[config.mk]
export PLATFORM = sky130hd
export DESIGN_NAME = alu_sequencer_flat
export DESIGN_NICKNAME = d
export VERILOG_FILES = /design/src/rtl/alu_sequencer_if.sv /design/src/rtl/alu_sequencer.sv /design/src/flat_wrapper.sv
export SDC_FILE = /design/constraint.sdc
export NUM_CORES = 1
export LEC_CHECK = 0
export BUFFER_PORTS_ARGS = -buffer_cell sky130_fd_sc_hd__buf_2
export CORE_UTILIZATION = 25
export DETAILED_ROUTE_END_ITERATION = 8
export GPL_TIMING_DRIVEN = 0
export SETUP_SLACK_MARGIN = 0.02
export SYNTH_ARGS = -nofsm -noshare
export SYNTH_HDL_FRONTEND = slang
export SYNTH_SLANG_ARGS = --single-unit
export TNS_END_PERCENT = 1
[constraint.sdc]
create_clock -name clk -period 2.55 [get_ports clk]
set_input_delay 0.51 -clock clk [delete_from_list [all_inputs] [get_ports clk]]
set_output_delay 0.51 -clock clk [all_outputs]
set_load 0.01 [all_outputs]
[src/rtl/alu_sequencer_if.sv]
// Bus bundle between the sequencer and its instruction ROM and external 4-bit ALU.
// The sequencer is the master: it drives the fetch address/request and the ALU operands.
interface alu_sequencer_if;
  logic [11:0] rom_addr;
  logic        rom_req;
  logic        rom_ack;
  logic [7:0]  rom_data;
  logic [3:0]  alu_op;
  logic [3:0]  alu_acc;
  logic [3:0]  alu_opa;
  logic        alu_cin;
  logic [3:0]  alu_result;
  logic        alu_cout;
  logic        alu_zero;

  modport master (
    output rom_addr, rom_req, alu_op, alu_acc, alu_opa, alu_cin,
    input  rom_ack, rom_data, alu_result, alu_cout, alu_zero
  );

  modport slave (
    input  rom_addr, rom_req, alu_op, alu_acc, alu_opa, alu_cin,
    output rom_ack, rom_data, alu_result, alu_cout, alu_zero
  );
endinterface

[src/rtl/alu_sequencer.sv]
// 4-bit accumulator sequencer: fetches byte instructions from ROM (two bytes for JUN),
// drives an external ALU for one EXEC cycle and writes back acc, carry, zero and R0..R15.
module alu_sequencer (
  input  logic                   clk,
  input  logic                   rst,
  alu_sequencer_if.master        bus,
  input  logic [3:0]             i_reg_rd_addr,
  output logic [3:0]             o_reg_rd_data,
  output logic [3:0]             o_acc_out,
  output logic                   o_cy_out,
  output logic                   o_zero_flag,
  output logic                   o_illegal_op,
  output logic [1:0]             o_state
);

  typedef enum logic [1:0] {FETCH1 = 2'd0, FETCH2 = 2'd1, EXEC = 2'd2} state_e;

  localparam logic [3:0] OP_NOP = 4'h0;
  localparam logic [3:0] OP_ADD = 4'h8;
  localparam logic [3:0] OP_SUB = 4'h9;
  localparam logic [3:0] OP_LDM = 4'hD;

  state_e      r_state, w_next_state;
  logic [11:0] r_pc;
  logic [7:0]  r_ir;
  logic [3:0]  r_acc;
  logic        r_cy;
  logic        r_zero;
  logic [3:0]  r_regs [16];

  logic [3:0]  w_opr, w_n, w_rn;
  logic        w_acc_we, w_cy_we, w_zero_we, w_reg_we, w_illegal;
  logic [3:0]  w_acc_d, w_reg_d;
  logic        w_cy_d;

  assign w_opr = r_ir[7:4];
  assign w_n   = r_ir[3:0];
  assign w_rn  = r_regs[w_n];

  assign bus.rom_addr = r_pc;
  assign bus.rom_req  = !rst && (r_state != EXEC);
  assign o_reg_rd_data = r_regs[i_reg_rd_addr];
  assign o_acc_out     = r_acc;
  assign o_cy_out      = r_cy;
  assign o_zero_flag   = r_zero;
  assign o_illegal_op  = w_illegal && !rst;
  assign o_state       = r_state;

  // NOTE: sequential state uses non-blocking assignments so every register samples pre-edge values.
  always_ff @(posedge clk) begin
    if (rst) r_state <= FETCH1;
    else     r_state <= w_next_state;
  end

  // NOTE: every output of this block is given a default first, so no path can infer a latch.
  always_comb begin
    w_next_state = r_state;
    bus.alu_op   = OP_NOP;
    bus.alu_acc  = r_acc;
    bus.alu_opa  = 4'h0;
    bus.alu_cin  = 1'b0;
    w_acc_we     = 1'b0;
    w_acc_d      = r_acc;
    w_cy_we      = 1'b0;
    w_cy_d       = r_cy;
    w_zero_we    = 1'b0;
    w_reg_we     = 1'b0;
    w_reg_d      = w_rn;
    w_illegal    = 1'b0;

    case (r_state)
      FETCH1: if (bus.rom_ack) w_next_state = (bus.rom_data[7:4] == 4'h4) ? FETCH2 : EXEC;
      FETCH2: if (bus.rom_ack) w_next_state = FETCH1;
      EXEC: begin
        w_next_state = FETCH1;
        case (w_opr)
          4'h6: begin
            bus.alu_op  = OP_ADD;
            bus.alu_acc = w_rn;
            bus.alu_opa = 4'h1;
            w_reg_we    = 1'b1;
            w_reg_d     = bus.alu_result;
          end
          4'h8, 4'h9: begin
            bus.alu_op  = (w_opr == 4'h8) ? OP_ADD : OP_SUB;
            bus.alu_opa = w_rn;
            bus.alu_cin = r_cy;
            w_acc_we    = 1'b1;
            w_acc_d     = bus.alu_result;
            w_cy_we     = 1'b1;
            w_cy_d      = bus.alu_cout;
            w_zero_we   = 1'b1;
          end
          4'hA, 4'hD: begin
            bus.alu_op  = OP_LDM;
            bus.alu_opa = (w_opr == 4'hA) ? w_rn : w_n;
            w_acc_we    = 1'b1;
            w_acc_d     = bus.alu_result;
            w_zero_we   = 1'b1;
          end
          4'hB: begin
            w_acc_we = 1'b1;
            w_acc_d  = w_rn;
            w_reg_we = 1'b1;
            w_reg_d  = r_acc;
          end
          4'hF: begin
            case (w_n)
              4'h0: begin w_acc_we = 1'b1; w_acc_d = 4'h0; w_cy_we = 1'b1; w_cy_d = 1'b0; end
              4'h1: begin w_cy_we = 1'b1; w_cy_d = 1'b0; end
              4'h3: begin w_cy_we = 1'b1; w_cy_d = !r_cy; end
              4'hA: begin w_cy_we = 1'b1; w_cy_d = 1'b1; end
              4'h2: begin
                bus.alu_op  = OP_ADD;
                bus.alu_opa = 4'h1;
                w_acc_we    = 1'b1;
                w_acc_d     = bus.alu_result;
                w_cy_we     = 1'b1;
                w_cy_d      = bus.alu_cout;
                w_zero_we   = 1'b1;
              end
              default: ;
            endcase
          end
          4'h1, 4'h2, 4'h3, 4'h5, 4'h7, 4'hC, 4'hE: w_illegal = 1'b1;
          default: ;
        endcase
      end
      default: w_next_state = FETCH1;
    endcase
  end

  // NOTE: the register file is reset explicitly because R0..R15 must read zero after reset.
  always_ff @(posedge clk) begin
    if (rst) begin
      r_pc   <= 12'h000;
      r_ir   <= 8'h00;
      r_acc  <= 4'h0;
      r_cy   <= 1'b0;
      r_zero <= 1'b0;
      for (int i = 0; i < 16; i++) r_regs[i] <= 4'h0;
    end else begin
      case (r_state)
        FETCH1: if (bus.rom_ack) begin
          r_ir <= bus.rom_data;
          r_pc <= r_pc + 12'd1;
        end
        FETCH2: if (bus.rom_ack) r_pc <= {r_ir[3:0], bus.rom_data};
        EXEC: begin
          if (w_acc_we)  r_acc       <= w_acc_d;
          if (w_cy_we)   r_cy        <= w_cy_d;
          if (w_zero_we) r_zero      <= bus.alu_zero;
          if (w_reg_we)  r_regs[w_n] <= w_reg_d;
        end
        default: ;
      endcase
    end
  end

endmodule

[src/flat_wrapper.sv]
// flat-port wrapper written by rule: the top's interface ports become plain ports
module alu_sequencer_flat 
  (clk, rst, i_reg_rd_addr, o_reg_rd_data, o_acc_out, o_cy_out, o_zero_flag, o_illegal_op, o_state, bus_rom_addr, bus_rom_req, bus_alu_op, bus_alu_acc, bus_alu_opa, bus_alu_cin, bus_rom_ack, bus_rom_data, bus_alu_result, bus_alu_cout, bus_alu_zero);
  alu_sequencer_if bus_i ();
  input  logic clk;
  input  logic rst;
  input  logic [3:0] i_reg_rd_addr;
  output logic [3:0] o_reg_rd_data;
  output logic [3:0] o_acc_out;
  output logic o_cy_out;
  output logic o_zero_flag;
  output logic o_illegal_op;
  output logic [1:0] o_state;
  output wire logic [$bits(bus_i.rom_addr)-1:0] bus_rom_addr;
  output wire logic [$bits(bus_i.rom_req)-1:0] bus_rom_req;
  output wire logic [$bits(bus_i.alu_op)-1:0] bus_alu_op;
  output wire logic [$bits(bus_i.alu_acc)-1:0] bus_alu_acc;
  output wire logic [$bits(bus_i.alu_opa)-1:0] bus_alu_opa;
  output wire logic [$bits(bus_i.alu_cin)-1:0] bus_alu_cin;
  input wire logic [$bits(bus_i.rom_ack)-1:0] bus_rom_ack;
  input wire logic [$bits(bus_i.rom_data)-1:0] bus_rom_data;
  input wire logic [$bits(bus_i.alu_result)-1:0] bus_alu_result;
  input wire logic [$bits(bus_i.alu_cout)-1:0] bus_alu_cout;
  input wire logic [$bits(bus_i.alu_zero)-1:0] bus_alu_zero;
  assign bus_rom_addr = bus_i.rom_addr;
  assign bus_rom_req = bus_i.rom_req;
  assign bus_alu_op = bus_i.alu_op;
  assign bus_alu_acc = bus_i.alu_acc;
  assign bus_alu_opa = bus_i.alu_opa;
  assign bus_alu_cin = bus_i.alu_cin;
  assign bus_i.rom_ack = bus_rom_ack;
  assign bus_i.rom_data = bus_rom_data;
  assign bus_i.alu_result = bus_alu_result;
  assign bus_i.alu_cout = bus_alu_cout;
  assign bus_i.alu_zero = bus_alu_zero;
  alu_sequencer u_core (.clk(clk), .rst(rst), .bus(bus_i), .i_reg_rd_addr(i_reg_rd_addr), .o_reg_rd_data(o_reg_rd_data), .o_acc_out(o_acc_out), .o_cy_out(o_cy_out), .o_zero_flag(o_zero_flag), .o_illegal_op(o_illegal_op), .o_state(o_state));
endmodule
==> metrics.md <==
| Metric | Value |
|---|---|
| Outcome | `finished with violations` |
| Failing checks | `negative setup slack` |
| Final worst slack | `-0.2301 ns` |
| Yosys warns | `0` |
| Fin nets | `576` |
| Xor/xnor cell area share of the yosys netlist | `0%` |
| Die Area | `21930 um2` |
| Clock root buffer | `clkbuf_16` |
| First-pass GRT wire length | `23330 um` |
| Share of cells above drive strength 1 | `26.30%` |
| Main combinational cell family by area after synthesis | `simple AND/OR/NAND/NOR gates` |
| Worst Setup Start Kind | `register` |
| Hold worst-path end | `u_core.o_zero_flag` |
| Critical Path AT | `2.27 ns` |
| Met2 routed WL | `7045 um` |
| Clock tree buffer depth | `2` |
| Switching power total | `0.0008863 W` |
| Cts bufs inserted | `9` |
| Antenna violations before repair | `0` |
| Area grow syn2layout | `20.05%` |
| Largest net degree at the start of global routing | `17` |
| Cell count after synthesis | `486` |
| Die Wd | `148.1 um` |
| PortBufs | `56` |
| Final core utilization | `30.57%` |
| Final Hold Viols | `0` |
| Post-synth EDFFs | `64` |
| Placed Instances | `817` |
| MaxCap Viol Count | `0` |
| Internal Power | `0.002644 W` |
| Capture point of the worst reg-to-reg path | `u_core.r_regs[4][0]` |
| Seq pwr share | `49.8%` |
| DIE HEIGHT | `148.1 um` |
| Post-synthesis mux area share | `18.03%` |
| Clock Power Share | `38.3%` |
| Overflow after GRT | `0` |
| Worst clock skew | `0.009856 ns` |
| Clk_lat worst skew | `0.35 ns` |
| Complex-gate fraction of the synthesized area | `9.707%` |
| WP data required | `2.04 ns` |
| I/O pin cnt | `60` |
| Synth cell types | `51` |
| DRC viols | `0` |
| Worst R2R Setup Slack | `0.38 ns` |
| Via-per-instance ratio | `4.995` |
| Pwr per Cell Area | `551.1 nW/um2` |
| Synthesized area | `5336 um2` |
| Max Fclk | `359.7 MHz` |
| Effective utilization at floorplan | `25.47%` |
| Top routing layer used | `met4` |
| RR Startpoint | `u_core.o_state[0]` |
| Hold Path Stages | `3` |
| Slew Limit Fails | `0` |
| Final setup fails | `8` |
| Comb pwr share | `11.8%` |
| Final wirelength | `15090 um` |
| Met3 routed WL | `958 um` |
| Tcrit/Tclk final | `109.0%` |
| Initial drt markers | `321` |
| Mean Syn Cell Area | `10.98 um2` |
| Number of global-route vias before repair | `4005` |
| Placer Congestion | `0.8504` |
| PnR Total Power | `0.003531 W` |
| Core ar. | `20960 um2` |
| Seq/Total Area, Yosys | `48.02%` |
| Least-Margin Pin Slew | `0.6117 ns` |
| Clock Sinks | `96` |
| DRT met1 WL | `6842 um` |
| Peak supply drop | `0.0002651 V` |
| Routed wire per std cell | `18.09 um` |
| Hold crit path type | `input port to register` |
| CTS clk-pin slew, worst paths | `0.07 ns` |
| Detailed-route via count | `4166` |
| Layout Cells excl Fill | `834` |
| Hold wc startpoint | `bus_alu_zero` |
| DRT Pass-1 Iters | `5` |
| Synth Net Count | `508` |
| Rel. slew slack | `59.22%` |
| Core Rows | `53` |
| Critical path class | `register to output pin` |
| Post-DRT Antenna Nets | `0` |
| Period minus WS final | `2.780 ns` |
| Tot GR Track Use | `14.16%` |
| Simple-Gate Fraction of Synth Area | `20.02%` |
| Synth Register Bits | `96` |
| Top FF cell, synth | `edfxtp_1` |
| CTS tree | `yes` |
| P_leak | `2.257 nW` |
| R2R depth | `7` |
| Max Fanout on Critical Path | `8` |
| CTS H-tree depth | `3` |
| Unrepaired setup endpoints after global routing | `yes` |
| HPWL Detailed | `11440 um` |
| Inserted Diodes | `0` |
| Critical Path End Type | `output pin` |
| Synth async-reset ratio | `0%` |
| Synth Area in Adders | `0.2345%` |
| Sw Ratio | `25.11%` |
worst max-delay path, cell delays in order, from the launching register on:
cell,delay [ns]
dfxtp_2,0.34
buf_8,0.15
mux4_1,0.58
a22oi_2,0.24
nand3_2,0.19
mux2_4,0.31
buf_6,0.12
final cells by class:
cell class	instances	area, um2
Buffer	35	212.7
Clock buffer	10	239.0
Clock inverter	6	55.05
Fill cell	2170	14550
Inverter	5	18.77
Multi-Input combinational cell	349	2626
Sequential cell	96	2564
Tap cell	275	344.1
Timing Repair Buffer	58	346.6
Yosys cell counts, drive strengths merged (10+ instances only):
library cell,instances,area share (%)
clkbuf,19,1.3
nor3,14,1.4
dfxtp,32,12
a21oi,25,2.3
nand2,31,2.2
nor2,91,6.4
mux4,36,16
edfxtp,64,36
buf,17,2.2
a22oi,10,1.8
nand2b,25,2.9
o21ai,20,1.9
nand3,27,2.5
metrics by stage:
stage               cell area [um2]  TNS (ns)  setup slack [ns]  hold WS [ns]
floorplan                      5336         0            0.1944        0.5288
global placement               5961    -1.292           -0.2199        0.4726
detailed placement             5961    -1.091           -0.1782        0.4890
CTS                            6384    -1.665           -0.2472        0.3919
global route                   6406    -2.038           -0.2831        0.4077
finish                         6406    -1.494           -0.2301        0.4017
worst max-delay path by stage:
stage                  endpoint  cells past startpoint        startpoint  slack, ns
3_5_place_dp     bus_alu_acc[0]                      7          register      -0.18
2_1_floorplan  o_reg_rd_data[0]                      4  i_reg_rd_addr[0]       0.19
4_1_cts          bus_alu_acc[1]                      7          register      -0.25
5_1_grt          bus_alu_acc[1]                      6          register      -0.28
3_3_place_gp     bus_alu_acc[1]                      7          register      -0.22
6_report         bus_alu_acc[1]                      6          register      -0.23
power groups by stage:
| stage | Clock [W] | Combinational, W | Sequential [W] |
|---|---|---|---|
| 2_1_floorplan | 0 | 0.000258 | 0.00177 |
| 3_3_place_gp | 0 | 0.000378 | 0.00179 |
| 4_1_cts | 0.00137 | 0.000409 | 0.00176 |
| 6_report | 0.00135 | 0.000418 | 0.00176 |
| 3_5_place_dp | 0 | 0.000380 | 0.00179 |
| 5_1_grt | 0.00143 | 0.000452 | 0.00176 |
flip-flops by register name, summed over array words and instances, names as in the netlist, named ones only:
register             cells
u_core.r_ir              8
u_core.o_cy_out          1
u_core.o_zero_flag       1
u_core.o_acc_out         4
u_core.o_state           2
u_core.bus.rom_addr     12
u_core.r_regs           64
cells by family (layout without fill, tap and decap cells):
| kind of cell | count (synthesis) | in the layout |
|---|---|---|
| compound gates | 79 | 79 |
| fa+ha+maj | 1 | 1 |
| buf+inv | 41 | 114 |
| flops | 96 | 96 |
| mux | 45 | 45 |
| other cells | 1 | 1 |
| simple gates | 223 | 223 |
layout by cell type (no fill, tap or decap), drive strengths merged, types with 2 or more instances in the layout:
master,n
and3b,2
or2,3
a211oi,4
nand3,27
mux2,7
a221oi,3
nand2b,25
and4,2
o21ai,20
nor3,14
nor4b,2
mux4,36
buf,75
o22ai,2
nand2,31
nand4,6
nor2b,7
a31oi,2
edfxtp,64
nand3b,2
a21oi,25
nor2,91
a22oi,10
and2,2
nor3b,3
inv,9
nor4,4
clkbuf,28
mux2i,2
dfxtp,32
a22o,6
repair_timing:
item / in CTS / in global routing
buffers inserted: 1 / 0
endpoints found under the setup margin: 12 / 11
pin swaps: 8 / 3
gates cloned: 1 / 0
hold buffers: 0 / 0
gates resized for setup: 29 / 4
routing by layer:
metal,vias up,GRT usage [%]
met5,-,0
met4,0,4.175
met3,15,3.466
met2,171,22.25
met1,2023,19.25
li1,1957,-
Note: power is estimated with default switching activity, not from simulation.
